===== src/rtl/sequence_player.sv =====
// sequence_player
//
// Holds the growing colour sequence for the Simon game and replays it on the
// four colour LEDs. Each round (i_start) asks the random generator for one new
// colour, appends it, then plays the whole sequence back with fixed on/off
// timing and pulses o_play_done. A combinational read port lets the
// player-input checker look at stored elements.
//
// Ports
//   i_clk, i_rst_n      clock, synchronous active-low reset
//   i_start             pulse: start a round (append + play, or replay if full)
//   i_clear             pulse: empty the sequence, abort any round in progress
//   o_gen_trigger       one-cycle generation request to the generator
//   i_gen_ready         generator value valid
//   i_gen_value[2:0]    generated value, 1..4 (low two bits select the colour)
//   o_led[3:0]          one-hot LED drive, bit n lights colour n+1
//   o_busy              high whenever the FSM is not idle
//   o_play_done         one-cycle pulse after the last element's dark gap
//   o_full              length == MAX_LEN
//   o_length            number of stored elements
//   i_rd_idx            checker read index
//   o_rd_value[2:0]     colour at i_rd_idx (1..4), 0 when the index is unused
//
// Generator handshake: o_gen_trigger is a single-cycle request. The generator
// has no backpressure; i_gen_ready qualifies i_gen_value and is only honoured
// while waiting for an answer. If no answer arrives within GEN_TIMEOUT cycles
// the request is re-issued, indefinitely.

module sequence_player #(
    parameter int MAX_LEN     = 32,
    parameter int ON_CYCLES   = 25_000_000,
    parameter int OFF_CYCLES  = 12_500_000,
    parameter int GEN_TIMEOUT = 16,
    localparam int LW = $clog2(MAX_LEN + 1),
    localparam int IW = $clog2(MAX_LEN)
) (
    input  logic          i_clk,
    input  logic          i_rst_n,
    input  logic          i_start,
    input  logic          i_clear,
    output logic          o_gen_trigger,
    input  logic          i_gen_ready,
    input  logic [2:0]    i_gen_value,
    output logic [3:0]    o_led,
    output logic          o_busy,
    output logic          o_play_done,
    output logic          o_full,
    output logic [LW-1:0] o_length,
    input  logic [IW-1:0] i_rd_idx,
    output logic [2:0]    o_rd_value
);

    // One shared down-time/on-time/timeout counter; sized for the largest use.
    localparam int CNT_MAX_A = (ON_CYCLES > OFF_CYCLES) ? ON_CYCLES : OFF_CYCLES;
    localparam int CNT_MAX   = (CNT_MAX_A > GEN_TIMEOUT) ? CNT_MAX_A : GEN_TIMEOUT;
    localparam int CW        = $clog2(CNT_MAX + 1);

    typedef enum logic [2:0] {
        S_IDLE     = 3'd0,
        S_REQUEST  = 3'd1,
        S_WAIT_GEN = 3'd2,
        S_PLAY_ON  = 3'd3,
        S_PLAY_OFF = 3'd4,
        S_DONE     = 3'd5
    } state_t;

    state_t        state_q;
    logic [LW-1:0] length_q;
    logic          full_q;
    logic [IW-1:0] idx_q;
    logic [CW-1:0] cnt_q;
    logic [3:0]    led_q;
    logic          trig_q;
    logic          done_q;

    // Sequence storage is deliberately not reset; length_q masks stale entries.
    logic [2:0]    mem_q [MAX_LEN];

    logic [2:0]    gen_colour;
    logic [IW-1:0] idx_d;
    logic          store_en;
    logic          gen_value_msb_unused;

    // Only the low two bits carry the colour: 1,2,3 map directly, 0 means 4.
    assign gen_colour           = (i_gen_value[1:0] == 2'b00) ? 3'd4 : {1'b0, i_gen_value[1:0]};
    assign gen_value_msb_unused = i_gen_value[2];
    assign idx_d                = idx_q + 1'b1;

    // A clear or reset on the same edge as ready suppresses the store.
    assign store_en = i_rst_n && !i_clear && (state_q == S_WAIT_GEN) && i_gen_ready;

    function automatic logic [3:0] colour_led(input logic [2:0] colour);
        case (colour)
            3'd1:    colour_led = 4'b0001;
            3'd2:    colour_led = 4'b0010;
            3'd3:    colour_led = 4'b0100;
            3'd4:    colour_led = 4'b1000;
            default: colour_led = 4'b0000;
        endcase
    endfunction

    always_ff @(posedge i_clk) begin
        if (store_en) begin
            mem_q[length_q[IW-1:0]] <= gen_colour;
        end
    end

    always_ff @(posedge i_clk) begin
        if (!i_rst_n || i_clear) begin
            state_q  <= S_IDLE;
            length_q <= '0;
            full_q   <= 1'b0;
            idx_q    <= '0;
            cnt_q    <= '0;
            led_q    <= 4'b0000;
            trig_q   <= 1'b0;
            done_q   <= 1'b0;
        end else begin
            trig_q <= 1'b0;
            done_q <= 1'b0;
            case (state_q)
                S_IDLE: begin
                    if (i_start) begin
                        if (full_q) begin
                            // Full: replay what is stored without a new element.
                            state_q <= S_PLAY_ON;
                            idx_q   <= '0;
                            cnt_q   <= '0;
                            led_q   <= colour_led(mem_q[0]);
                        end else begin
                            state_q <= S_REQUEST;
                            trig_q  <= 1'b1;
                        end
                    end
                end
                S_REQUEST: begin
                    cnt_q   <= '0;
                    state_q <= S_WAIT_GEN;
                end
                S_WAIT_GEN: begin
                    if (i_gen_ready) begin
                        length_q <= length_q + 1'b1;
                        full_q   <= (length_q == LW'(MAX_LEN - 1));
                        idx_q    <= '0;
                        cnt_q    <= '0;
                        // The new value is not yet readable from mem_q, so an
                        // empty sequence shows it straight from the generator.
                        led_q    <= colour_led((length_q == '0) ? gen_colour : mem_q[0]);
                        state_q  <= S_PLAY_ON;
                    end else if (cnt_q == CW'(GEN_TIMEOUT - 1)) begin
                        state_q <= S_REQUEST;
                        trig_q  <= 1'b1;
                    end else begin
                        cnt_q <= cnt_q + 1'b1;
                    end
                end
                S_PLAY_ON: begin
                    if (cnt_q == CW'(ON_CYCLES - 1)) begin
                        cnt_q   <= '0;
                        led_q   <= 4'b0000;
                        state_q <= S_PLAY_OFF;
                    end else begin
                        cnt_q <= cnt_q + 1'b1;
                    end
                end
                S_PLAY_OFF: begin
                    if (cnt_q == CW'(OFF_CYCLES - 1)) begin
                        cnt_q <= '0;
                        if (LW'(idx_q) == length_q - 1'b1) begin
                            state_q <= S_DONE;
                            done_q  <= 1'b1;
                        end else begin
                            idx_q   <= idx_d;
                            led_q   <= colour_led(mem_q[idx_d]);
                            state_q <= S_PLAY_ON;
                        end
                    end else begin
                        cnt_q <= cnt_q + 1'b1;
                    end
                end
                S_DONE: begin
                    state_q <= S_IDLE;
                end
                default: begin
                    state_q <= S_IDLE;
                end
            endcase
        end
    end

    assign o_gen_trigger = trig_q;
    assign o_led         = led_q;
    assign o_play_done   = done_q;
    assign o_busy        = (state_q != S_IDLE);
    assign o_full        = full_q;
    assign o_length      = length_q;
    assign o_rd_value    = (LW'(i_rd_idx) < length_q) ? mem_q[i_rd_idx] : 3'd0;

endmodule


===== config.mk =====
export PLATFORM = sky130hd
export DESIGN_NAME = sequence_player
export DESIGN_NICKNAME = d
export VERILOG_FILES = /design/src/rtl/sequence_player.sv
export SDC_FILE = /design/constraint.sdc
export NUM_CORES = 1
export LEC_CHECK = 0
export CAP_MARGIN = 20
export CORE_ASPECT_RATIO = 1.75
export CORE_MARGIN = 2
export CORE_UTILIZATION = 60
export DETAILED_ROUTE_END_ITERATION = 8
export GPL_ROUTABILITY_DRIVEN = 0
export PLACE_DENSITY = 0.79
export SLEW_MARGIN = 25
export SYNTH_ARGS = -nofsm -noshare
export SYNTH_HDL_FRONTEND = slang
export SYNTH_SLANG_ARGS = --single-unit

===== constraint.sdc =====
create_clock -name i_clk -period 8.95 [get_ports i_clk]
set_clock_uncertainty 0.05 [all_clocks]
set_input_delay 2.685 -clock i_clk [delete_from_list [all_inputs] [get_ports i_clk]]
set_output_delay 2.685 -clock i_clk [all_outputs]
set_load 0.02 [all_outputs]

## Word-level counts from Yosys, hierarchy flattened

Memories as Yosys holds them, arrays and structs flattened.
Cells that the tools add are included.

- Register bits: 46
- Latch bits: 0
- Memory bits (writable): 96
- Memory bits (read-only): 0
- Input port bits: 13
- Output and inout port bits: 17
- Logic and storage cells: 106
- Memories kept: 1

Memory list:

| memory | depth | width | rd ports | clocked after Yosys merged registers in | wr ports | line | RTL |
|---|---|---|---|---|---|---|---|
| mem_q | 32 | 3 | 3 | 0 | 1 | 77 | `logic [2:0] mem_q [MAX_LEN];` |

- $add $sub $neg: 4
- $mul: 0
- Div/mod/pow operators: 0
- $lt $le $gt $ge: 1
- Equality and inequality tests: 29
- Shift-type cells: 0
- Muxes and demuxes: 42
- Bitwise operators: 2
- Reduce and logical (&&, ||, !) cells: 19

Operator list:

| kind | count |
|---|---|
| two-way mux 25 bit | 6 |
| case mux 25 bit (5 select lines) | 1 |
| case mux 4 bit (4 select lines) | 4 |
| two-way mux 3 bit | 9 |
| adder 25 x 1 -> 25 bit, second input constant | 1 |
| equality test 25 x 24 -> 1 bit, second input constant | 1 |
| equality test 25 bit, second input constant | 1 |
| equality test 25 x 4 -> 1 bit, second input constant | 1 |
| two-way mux 5 bit | 5 |
| equality test 3 x 2 -> 1 bit, second input constant | 8 |
| two-way mux 4 bit | 6 |
| case mux 3 bit (5 select lines) | 1 |
| case mux 5 bit (3 select lines) | 1 |
| equality test 3 x 1 -> 1 bit, second input constant | 4 |
| equality test 3 bit, second input constant | 4 |
| != test 2 bit, second input constant | 6 |
| AND reduction 4 bit | 2 |
| two-way mux 1 bit | 7 |
| AND reduction 7 bit | 1 |
| adder 6 x 1 -> 6 bit, second input constant | 1 |
| equality test 5 x 6 -> 1 bit | 1 |
| equality test 6 x 5 -> 1 bit, second input constant | 1 |
| logical NOT 6 bit | 1 |
| < comparator 5 x 6 -> 1 bit | 1 |
| 18 further kinds | 23 |

## Depth between registers and ports, before layout

- Depth after elaboration: 7
- Depth in mapped cells: 11
- Depth with buffers taken out: 9

## Least setup slack after synthesis

Ideal clock, no wire load.

- Path kind: input to output
- Start: input port i_rd_idx[1]
- End: output port o_rd_value[0]
- Arrival time: 4470 ps
- Required time: 6215 ps
- Setup slack: 1745 ps
- Stages on the path: 5
- Path buffers: 1
- Path through: buf_1 mux4_2 mux4_2 a21oi_1 nor2_1

- Word-level cells in the longest chain between the ends: 2
- Elaborated cells between the ends (all ways): 3
- Those cells by class: 1 x order compare; 1 x mux; 1 x memory

Ends and longest elaborated chain:

| element | line | RTL |
|---|---|---|
| start, declared | 49 | `input logic [IW-1:0] i_rd_idx,` |
| memory read (32 x 3 bit) or < comparator 5 x 6 -> 1 bit (tied branches) | n/a |  |
| two-way mux 3 bit * | 197 | `assign o_rd_value = (LW'(i_rd_idx) < length_q) ? mem_q[i_rd_idx] : 3'd0;` |
| end, declared | 50 | `output logic [2:0] o_rd_value` |

Mark *: on every way between the ends. The rest lies on a longest branch, timed or not.

## Worst setup path in the final report

- Start: input port i_rd_idx[0]
- End: output port o_rd_value[1]

The elaborated chain is that of the path after synthesis.

==> flow_summary.ini <==
[run]
maxCapViolations = 0

[clocking]
postCtsSetupBuffers = 0
cts_buffers = 17
ctsHoldBuffers = 0
cts.sinks = 142
cts.clk_slew.worst_paths_ns = 0.06
htree_levels = 4
clkLatencyLatePin_ns = 0.42
cts-resized-gates = 0
cts_buffer_depth = 2
cts_root_buf = clkbuf_16
cts_tree = yes

[place]
place.detailed.hpwl_um = 13480
pre_cts_slack_ns = 0.7583
numPortBuffers = 28
dpl_cell_area_um2 = 7881

[floorplanning]
fp.coreArea_um2 = 12360
die_w_um = 88.66
io_pins = 30
die_height_um = 152.1
dieArea_um2 = 13490
start_util_pct = 60.86
placementRows = 54

[synth]
synth_edf_count = 96
syn_area_um2 = 7525
syn-num-nets = 685
syn_area_per_cell_um2 = 11.37
seq_area_frac_synth_pct = 50.55
synth-seq-cells = 142
synthArstFlopShare_pct = 0
synth_cells = 662
yosys_warnings = 0
yosys.cell_types.count = 54
synth-main-ff-cell = edfxtp_1

[timing]
fin_ws_ns = 0.7517
setup_tns_ns = 0
rsz0062_at_grt = no
final-max-slew-violation-count = 0
max_freq_ghz = 0.1220
hold_ws_ns = 0.4953
hold_viol_final = 0
final.period_utilization_pct = 91.60
maxSlewHeadroom_pct = 41.61
worst_slew_pin_slew_ns = 0.8726
layout_min_cycle_time_ns = 8.198
finalSetupViolCount = 0

[setup_path]
crit_path_max_fanout = 11
cpPeakStageDelay_ns = 0.85
cp-end-kind = primary output
crit_path_start_kind = input pin
crit_chain = clkdlybuf4s50_1, buf_4, mux4_2, mux4_2, mux2i_1, nor2_1, clkdlybuf4s50_1
cpMaxStageDelayCell = clkdlybuf4s50_1
path_class = input pin to primary output
cp.required_ns = 6.22
worstPathArrival_ns = 5.46

[status]
outcome = finished clean

[route]
drc = 0
vias_per_cell = 6.566
num_vias = 5640
wl_per_cell_um = 21.99
postRouteAntennaNets = 0
drtIter0Drc = 558
drt-pass1-iter-count = 5
routed_wl_um = 18890

[cells_and_area]
final_nets = 701
drive_gt1_share_pct = 11.00
fin_area_um2 = 8409
area_growth_pct = 11.76
n_antenna_cell = 0

[global_route]
grt_overflow = 0
grt_pass1_vias = 5655
grt_start_max_net_pins = 37
grt_pass1_wl_um = 29660
antenna_found_initial = 0
grtUsageTotal_pct = 29.29

[pwr]
powerDensity_nw_per_um2 = 166.1
switching_power_mw = 0.3137
p_leak_nw = 2.569
switching_share_pct = 22.45
p_seq_share_pct = 50.3
power_frac_clock_pct = 44.6
irDropWorstVdd_uv = 135.4
power.total_mw = 1.397
p_int_mw = 1.083
power_frac_comb_pct = 5.1

[worst_hold_path]
hold_class = flop to flop
==> routing by layer <==
| metal | global-route usage, % | vias up | share of wire (%) |
|---|---|---|---|
| met3 | 4.659 | 90 | 6.1 |
| met1 | 33.51 | 2716 | 34 |
| met5 | 0 | - | 0 |
| met2 | 50.04 | 295 | 54 |
| li1 | - | 2539 | - |
| met4 | 17.10 | 0 | 6.3 |
==> power by group through the flow <==
stage	Combinational, mW	Clock (mW)	Sequential, mW
after floorplan	0.0456	0	0.716
after global placement	0.0685	0	0.716
after detailed placement	0.0705	0	0.716
after CTS	0.0708	0.627	0.702
after global routing	0.0757	0.651	0.702
final	0.0710	0.623	0.703
==> kinds of logic after synthesis <==
kind of cell / after synthesis / synth area share, %
adders and majority gates: 10 / 1.663
buffers and inverters: 53 / 3.359
xor gates and xnor gates: 30 / 3.492
AOI/OAI and AO/OA: 106 / 9.561
muxes: 85 / 15.98
and+or+nand+nor: 236 / 15.40
DFF: 142 / 50.55
==> final timing paths <==
path         slack, ns  cells past startpoint        start       endpoint
max               0.75                      7  i_rd_idx[0]  o_rd_value[1]
min               0.50                      2     o_led[2]       o_led[2]
max reg2reg       5.13                      8     idx_q[0]       o_led[3]
min reg2reg       0.50                      2     o_led[2]       o_led[2]
==> final cells by class <==
type	count	area (um^2)
Multi-Input combinational cell	467	3476
Timing Repair Buffer	37	347.8
Sequential cell	142	3804
Inverter	13	48.80
Clock inverter	14	93.84
Fill cell	881	3955
Clock buffer	18	429.2
Tap cell	168	210.2
==> worst max-delay path: cells and delay by family <==
kind	cells	cell delay (ns)
AND/OR/NAND/NOR	1	0.05
buffers and inverters	3	1.72
multiplexers	3	1.00
==> stage by stage <==
stage               util [%]  instances
finish                 68.01        859
global route           68.01        859
CTS                    67.97        859
detailed placement     63.74        827
global placement       63.74        827
floorplan                  -        662
==> sequential cells by signal (all words and copies together), names as in the netlist <==
| name | flops |
|---|---|
| state_q | 3 |
| o_play_done | 1 |
| o_full | 1 |
| o_gen_trigger | 1 |
| o_led | 4 |
| cnt_q | 25 |
| o_length | 6 |
| mem_q | 96 |
| idx_q | 5 |
==> synth_stat cells (2+ instances only) <==
master	number	area [um^2]
edfxtp_1	96	2883
nor2_1	90	337.8
mux2i_1	56	560.5
dfxtp_1	46	920.9
nand2_1	35	131.4
mux4_2	28	630.6
a22oi_1	25	187.7
a21oi_1	24	120.1
nand3_1	24	120.1
clkbuf_1	19	71.32
xnor2_1	18	157.7
nor3_1	16	80.08
a211oi_1	13	97.59
inv_1	13	48.80
nor4_1	12	75.07
xor2_1	12	105.1
ha_1	10	125.1
o21ai_0	10	50.05
buf_2	9	45.04
nand4_1	9	56.30
nor2b_1	9	56.30
and2_1	8	50.05
and3_1	8	50.05
a21boi_0	7	52.55
a31oi_1	6	37.54
nand2b_1	6	37.54
o22ai_1	5	31.28
a21o_1	4	30.03
buf_1	4	15.01
buf_6	4	45.04
and4_1	3	26.28
buf_4	3	22.52
or3_1	3	18.77
or4_1	3	22.52
a32oi_1	2	17.52
a41oi_1	2	17.52
o2bb2ai_1	2	17.52
or4b_2	2	20.02
==> layout by cell type, fill, tap and decap left out, types with 9 or more instances in the layout <==
cell and instances:
nand3_1 24, a22oi_1 25, buf_4 9, clkbuf_16 17, o21ai_0 10, mux2i_1 56
a211oi_1 13, inv_1 13, nor3_1 16, edfxtp_1 96, nor2_1 88, clkdlybuf4s50_1 28
nand2_1 35, xnor2_1 18, mux4_2 28, nor4_1 12, dfxtp_1 46, xor2_1 12
nand4_1 9, nor2b_1 9, a21oi_1 24, ha_1 9
Power figures use the tool's default switching activity.
